===== src/rtl/traffic_countdown_if.sv =====
// Purpose: bundles the phase input and display/status outputs of traffic_countdown.
// Latency: n/a (signal bundle only).
// Backpressure: none; z is sampled every cycle and the outputs are free-running.
//
// Signals:
//   z         [2:0] one-hot light phase from the sequencer (001, 010, 100)
//   HEX0      [6:0] ones digit, active-low segments {g,f,e,d,c,b,a}
//   HEX1      [6:0] tens digit, same encoding
//   expired         one-cycle pulse when the count reaches 00
//   phase_err       high while z is not one-hot (registered)
interface traffic_countdown_if;
  logic [2:0] z;
  logic [6:0] HEX0;
  logic [6:0] HEX1;
  logic       expired;
  logic       phase_err;

  // Sequencer side: drives the phase, observes the display.
  modport master (
    output z,
    input  HEX0,
    input  HEX1,
    input  expired,
    input  phase_err
  );

  // Countdown side: consumes the phase, drives the display.
  modport slave (
    input  z,
    output HEX0,
    output HEX1,
    output expired,
    output phase_err
  );
endinterface


===== src/rtl/traffic_countdown.sv =====
// Purpose: per-phase BCD countdown shown on two active-low 7-segment digits.
// Latency: 1 cycle from a z change to the reloaded count; decrement every TICK_DIV cycles.
// Backpressure: none; z is consumed every cycle, outputs always valid.
//
// Ports:
//   clk  system clock (rising edge)
//   rst  asynchronous active-low reset
//   bus  traffic_countdown_if.slave: z in; HEX0, HEX1, expired, phase_err out
module traffic_countdown #(
  parameter int TICK_DIV = 50_000_000,
  parameter int PH0_SEC  = 10,
  parameter int PH1_SEC  = 20,
  parameter int PH2_SEC  = 30
) (
  input logic                 clk,
  input logic                 rst,
  traffic_countdown_if.slave  bus
);

  typedef enum logic [1:0] {
    IDLE  = 2'd0,
    RUN   = 2'd1,
    DONE  = 2'd2,
    FAULT = 2'd3
  } state_t;

  localparam logic [25:0] TICK_LAST = 26'(TICK_DIV - 1);
  localparam logic [6:0]  SEG_DASH  = 7'b0111111;

  // Phase durations pre-split into BCD digits at elaboration time.
  localparam logic [3:0] PH0_TENS = 4'(PH0_SEC / 10);
  localparam logic [3:0] PH0_ONES = 4'(PH0_SEC % 10);
  localparam logic [3:0] PH1_TENS = 4'(PH1_SEC / 10);
  localparam logic [3:0] PH1_ONES = 4'(PH1_SEC % 10);
  localparam logic [3:0] PH2_TENS = 4'(PH2_SEC / 10);
  localparam logic [3:0] PH2_ONES = 4'(PH2_SEC % 10);

  state_t      state_q, state_d;
  logic [2:0]  z_q, z_d;
  logic [3:0]  tens_q, tens_d;
  logic [3:0]  ones_q, ones_d;
  logic [25:0] presc_q, presc_d;
  logic        expired_q, expired_d;
  logic        phase_err_q, phase_err_d;

  logic        z_legal;
  logic        show_count;

  function automatic logic [6:0] seg7(input logic [3:0] d);
    logic [6:0] s;
    s = SEG_DASH;
    case (d)
      4'd0: s = 7'b1000000;
      4'd1: s = 7'b1111001;
      4'd2: s = 7'b0100100;
      4'd3: s = 7'b0110000;
      4'd4: s = 7'b0011001;
      4'd5: s = 7'b0010010;
      4'd6: s = 7'b0000010;
      4'd7: s = 7'b1111000;
      4'd8: s = 7'b0000000;
      4'd9: s = 7'b0011000;
      default: s = SEG_DASH;
    endcase
    return s;
  endfunction

  assign z_legal = (bus.z == 3'b001) || (bus.z == 3'b010) || (bus.z == 3'b100);

  always_ff @(posedge clk or negedge rst) begin
    if (!rst) begin
      state_q     <= IDLE;
      z_q         <= 3'b000;
      tens_q      <= 4'd0;
      ones_q      <= 4'd0;
      presc_q     <= 26'd0;
      expired_q   <= 1'b0;
      phase_err_q <= 1'b0;
    end else begin
      state_q     <= state_d;
      z_q         <= z_d;
      tens_q      <= tens_d;
      ones_q      <= ones_d;
      presc_q     <= presc_d;
      expired_q   <= expired_d;
      phase_err_q <= phase_err_d;
    end
  end

  // Priority: illegal phase > phase change (load) > tick. A load therefore
  // swallows a coincident tick, including the final 01->00 step.
  always_comb begin
    state_d     = state_q;
    z_d         = z_q;
    tens_d      = tens_q;
    ones_d      = ones_q;
    presc_d     = presc_q;
    expired_d   = 1'b0;
    phase_err_d = !z_legal;

    if (!z_legal) begin
      state_d = FAULT;
      z_d     = 3'b000;
      tens_d  = 4'd0;
      ones_d  = 4'd0;
      presc_d = 26'd0;
    end else if (bus.z != z_q) begin
      // z_q is 000 after reset or a fault, so any legal z reloads here.
      state_d = RUN;
      z_d     = bus.z;
      presc_d = 26'd0;
      if (bus.z == 3'b001) begin
        tens_d = PH0_TENS;
        ones_d = PH0_ONES;
      end else if (bus.z == 3'b010) begin
        tens_d = PH1_TENS;
        ones_d = PH1_ONES;
      end else begin
        tens_d = PH2_TENS;
        ones_d = PH2_ONES;
      end
    end else if (state_q == RUN) begin
      if (presc_q == TICK_LAST) begin
        presc_d = 26'd0;
        if (ones_q != 4'd0) begin
          ones_d = ones_q - 4'd1;
        end else begin
          ones_d = 4'd9;
          tens_d = tens_q - 4'd1;
        end
        if ((tens_q == 4'd0) && (ones_q == 4'd1)) begin
          expired_d = 1'b1;
          state_d   = DONE;
        end
      end else begin
        presc_d = presc_q + 26'd1;
      end
    end
    // DONE/IDLE/FAULT with unchanged z: hold everything, prescaler frozen.
  end

  // Digits show the count only once a phase has been loaded.
  assign show_count    = (state_q == RUN) || (state_q == DONE);
  assign bus.HEX0      = show_count ? seg7(ones_q) : SEG_DASH;
  assign bus.HEX1      = show_count ? seg7(tens_q) : SEG_DASH;
  assign bus.expired   = expired_q;
  assign bus.phase_err = phase_err_q;

endmodule


===== src/flat_wrapper.sv =====
// flat-port wrapper written by rule: the top's interface ports become plain ports
module traffic_countdown_flat 
#(
  parameter int TICK_DIV = 50_000_000,
  parameter int PH0_SEC  = 10,
  parameter int PH1_SEC  = 20,
  parameter int PH2_SEC  = 30
)
  (clk, rst, bus_z, bus_HEX0, bus_HEX1, bus_expired, bus_phase_err);
  traffic_countdown_if bus_i ();
  input logic clk;
  input logic rst;
  input wire logic [$bits(bus_i.z)-1:0] bus_z;
  output wire logic [$bits(bus_i.HEX0)-1:0] bus_HEX0;
  output wire logic [$bits(bus_i.HEX1)-1:0] bus_HEX1;
  output wire logic [$bits(bus_i.expired)-1:0] bus_expired;
  output wire logic [$bits(bus_i.phase_err)-1:0] bus_phase_err;
  assign bus_i.z = bus_z;
  assign bus_HEX0 = bus_i.HEX0;
  assign bus_HEX1 = bus_i.HEX1;
  assign bus_expired = bus_i.expired;
  assign bus_phase_err = bus_i.phase_err;
  traffic_countdown #(.TICK_DIV(TICK_DIV), .PH0_SEC(PH0_SEC), .PH1_SEC(PH1_SEC), .PH2_SEC(PH2_SEC)) u_core (.clk(clk), .rst(rst), .bus(bus_i));
endmodule

===== config.mk =====
export PLATFORM = sky130hd
export DESIGN_NAME = traffic_countdown_flat
export DESIGN_NICKNAME = d
export VERILOG_FILES = /design/src/rtl/traffic_countdown_if.sv /design/src/rtl/traffic_countdown.sv /design/src/flat_wrapper.sv
export SDC_FILE = /design/constraint.sdc
export NUM_CORES = 1
export LEC_CHECK = 0
export BUFFER_PORTS_ARGS = -buffer_cell sky130_fd_sc_hd__buf_2
export CAP_MARGIN = 20
export CELL_PAD_IN_SITES_DETAIL_PLACEMENT = 0
export CELL_PAD_IN_SITES_GLOBAL_PLACEMENT = 1
export CORE_ASPECT_RATIO = 0.6
export CORE_MARGIN = 2
export CORE_UTILIZATION = 46
export DETAILED_ROUTE_END_ITERATION = 10
export HOLD_SLACK_MARGIN = 0.15
export PLACE_DENSITY = 0.79
export SLEW_MARGIN = 20
export SYNTH_ARGS = -nofsm -noshare
export SYNTH_HDL_FRONTEND = slang
export SYNTH_SLANG_ARGS = --single-unit

===== constraint.sdc =====
create_clock -name clk -period 2.6 [get_ports clk]
set_input_delay 0.13 -clock clk [delete_from_list [all_inputs] [get_ports clk]]
set_output_delay 0.13 -clock clk [all_outputs]
set_load 0.1 [all_outputs]

==> impl_summary.txt <==
----------------------------------------------------
[Clock tree]
  Cell at the root of the clock tree ... sky130_fd_sc_hd__clkbuf_8
  CTS max path bufs ... 2
  Worst-Skew Late Latency ... about 0.3 ns
  Post-CTS Repair Setup Buffers ... 0
  Clock tree from TritonCTS ... built
  H-tree depth ... 2
  Number of clock sinks ... 41
  Clk pin slew, worst setup/hold paths ... 0.08 ns
  Number of CTS-inserted buffers ... 5

[Yosys]
  Number of synthesized flops with an enable pin ... 0
  Number of nets produced by synthesis ... 350
  Post-synthesis register bit count ... slightly above 40
  Yosys cell types ... 57
  Fraction of synthesized cell area in xor and xnor cells ... 0.0636
  Dominant combinational cell family by area after synthesis ... simple AND/OR/NAND/NOR gates
  Adder-cell share of the synthesized area ... 0.0519
  Area leader, netlist ... sky130_fd_sc_hd__dfrtp_1
  Part of the Yosys area used for sequential elements ... 0.355
  Async set-reset flop share out of synthesis ... 1.00
  Mean instance size in the synthesized netlist ... around 8.7 sq um
  Synth top area cells ... sky130_fd_sc_hd__dfrtp_1, sky130_fd_sc_hd__nor2_1, sky130_fd_sc_hd__ha_1
  Synth Area in Compound Gates ... 0.118
  Main synth FF type ... sky130_fd_sc_hd__dfrtp_1
  Count of yosys warnings during synthesis ... 0
  Synthesized netlist cell count ... between 300 and 400
  Summed instance area of the synthesized netlist ... just under 3000 sq um
  Fraction of synthesized area in multiplexers ... 0.0182
  Area fraction of the dominant cell type after synthesis ... 0.355
  Share of synthesized cell area in and, or, nand and nor gates ... 0.343

[Run]
  Count of maximum capacitance violations ... 0

[Global route]
  Via count of the first global-routing pass ... 2271
  Total routing usage reported by global routing ... 0.217
  Antenna violations before repair ... 0
  First-pass GRT wire length ... 11.6 mm
  Residual overflow from global routing ... 0
  Maximum number of pins on one net before global-route repair ... 42

[Pwr]
  Maximum vdd drop ... between 0.0002 and 0.0003 V
  Overall power of the completed layout ... 1.66 mW
  Power Density ... ~520 nW/um^2
  Static leakage ... 1.26 nW

[Cells and area]
  Share of post-route cells with drive strength above 1 ... 0.144
  Most common cell after layout, fill and taps aside ... sky130_fd_sc_hd__nor2_1
  Filler cells ... 584
  P&R area growth vs syn ... 10.4%
  Area of all placed cells without fillers ... around 3200 sq um
  Commonest cells after routing, fill and taps aside ... sky130_fd_sc_hd__nor2_1, sky130_fd_sc_hd__dfrtp_1, sky130_fd_sc_hd__a21oi_1, sky130_fd_sc_hd__buf_2, sky130_fd_sc_hd__nand2_1
  Antenna Cells ... 0
  Final-stage net count ... roughly 370

[Drt]
  Via density per instance ... ~5.7
  Via count ... between 2k and 2.5k
  First DRT Iteration DRCs ... 173
  Residual antenna-violating net count after detailed routing ... 0
  Wirelength per Cell ... around 16 microns
  Detailed-route DRC error count ... 0
  Total wire length ... approximately 7.0 mm
  Detailed-router iteration count before antenna repair ... 4

[Floorplanning]
  Count of standard-cell rows ... 22
  Number of placed I/O pins ... 21
  Die height ... between 60 and 70 microns
  Placeable Area ... ~6100 sq um
  Overall die area ... 6960 sq um
  Die Span X ... 106 microns
  Initial Util ... 0.475

[Worst setup path]
  Element type at the critical path start ... input pin
  Worst Path Arrival ... roughly 2.4 ns
  Required time of the critical path ... roughly 2.8 ns
  CP endpoint kind ... register
  Worst Reg-to-Reg Cells ... 5
  Critical path type ... input pin to register
  Crit-path max FO ... 13

[STA]
  Pins Over Slew Limit ... 0
  Worst slew margin relative to its limit ... 0.365
  Clk_skew ... about 0.0095 ns
  Unrepaired setup endpoints after global routing ... false
  Achievable frequency ... ~0.45 GHz
  Count of final hold-check violations ... 0
  Final Cycle Share ... 0.852
  Setup violators final ... 0
  Sum of negative setup slack ... 0 ns
  Tightest Pin Transition ... between 0.9 and 1 ns
  Minimum period implied by the final worst setup slack ... 2.22 ns

[Placement]
  # port buffers ... 20
  Hpwl dp ... around 5.1 mm
  RePlAce Congestion ... 0.892
  Total placed instance area ... just over 3000 sq um

[Outcome]
  Outcome ... complete, no violations

[Min path]
  Worst min path class ... input pin to register
  Worst hold stages ... 2

----------------------------------------------------
-- synth_stat cells (all sizes together) (6+ instances only) --
master / count
nor2: 47
dfrtp: 41
a21oi: 21
nand2: 19
nand4: 18
nand3: 15
xor2: 15
nor3: 13
ha: 12
inv: 12
clkbuf: 11
o21ai: 11
nand2b: 9
o21bai: 8
buf: 7
nor4: 6
xnor2: 6
-- what timing repair did --
item / 4_1_cts / 5_1_grt
gates resized for setup: 0 / 0
endpoints found under the setup margin: 0 / 0
hold endpoints to repair: 43 / 0
hold buffers: 3 / 0
-- critical path, cell delays in order --
cell and delay (ns):
sky130_fd_sc_hd__dlygate4sd3_1 0.51, sky130_fd_sc_hd__buf_2 0.22, sky130_fd_sc_hd__nor3b_2 0.23, sky130_fd_sc_hd__nand4b_1 0.56, sky130_fd_sc_hd__nand4_1 0.38, sky130_fd_sc_hd__nor2_1 0.08
sky130_fd_sc_hd__mux2_2 0.27
-- where the power goes --
group          internal, mW  switching (mW)
Sequential            0.652          0.0202
Combinational         0.122           0.433
Clock                 0.211           0.217
-- per-stage QoR --
step,util,setup WS (ns),cells,hold slack (ns)
CTS,0.525,0.403,439,0.189
floorplan,-,0.166,333,-0.166
detailed placement,0.506,0.418,429,0.335
finish,0.525,0.384,439,0.195
global route,0.525,0.222,439,0.209
global placement,0.506,0.464,429,0.324
-- layout make-up --
type | instances | area [sq um] | area share
multi-input combinational | 262 | 1720 | 0.540
timing repair buffer | 33 | 205 | 0.0643
tap | 84 | 105 | 0.0329
clock buffer | 7 | 86.3 | 0.0270
sequential | 41 | 1030 | 0.321
inverter | 12 | 45.0 | 0.0141
-- cells by family after synthesis --
kind of cell / after synthesis
buffers and inverters: 30
and+or+nand+nor: 168
DFF: 41
xor gates and xnor gates: 21
AOI/OAI and AO/OA: 56
muxes: 5
adders and majority gates: 12
-- worst paths after layout --
check                                  start                 end  slack [ns]
min in group asynchronous                rst    u_core.ones_q[2]        0.53
hold reg to reg            u_core.state_q[0]   u_core.state_q[0]        0.51
setup / recovery                    bus_z[0]  u_core.presc_q[25]        0.38
setup reg to reg           u_core.presc_q[8]    u_core.tens_q[3]        0.41
max in group asynchronous                rst  u_core.presc_q[11]        1.48
hold / removal                      bus_z[1]       u_core.z_q[1]        0.19
-- metal layers --
layer,up-vias,global-route usage,wire [microns]
li1,1240,-,-
met1,1166,0.347,3890
met2,70,0.289,2550
met3,7,0.0506,475
met4,0,0.0444,53
met5,-,0,0
-- flip-flops by register name (all words and copies together), names as in the netlist --
signal and cells:
u_core.state_q 2, u_core.tens_q 4, u_core.presc_q 26, u_core.z_q 3
u_core.ones_q 4, u_core.bus.phase_err 1, u_core.bus.expired 1
(Power assumes the default switching activity.)
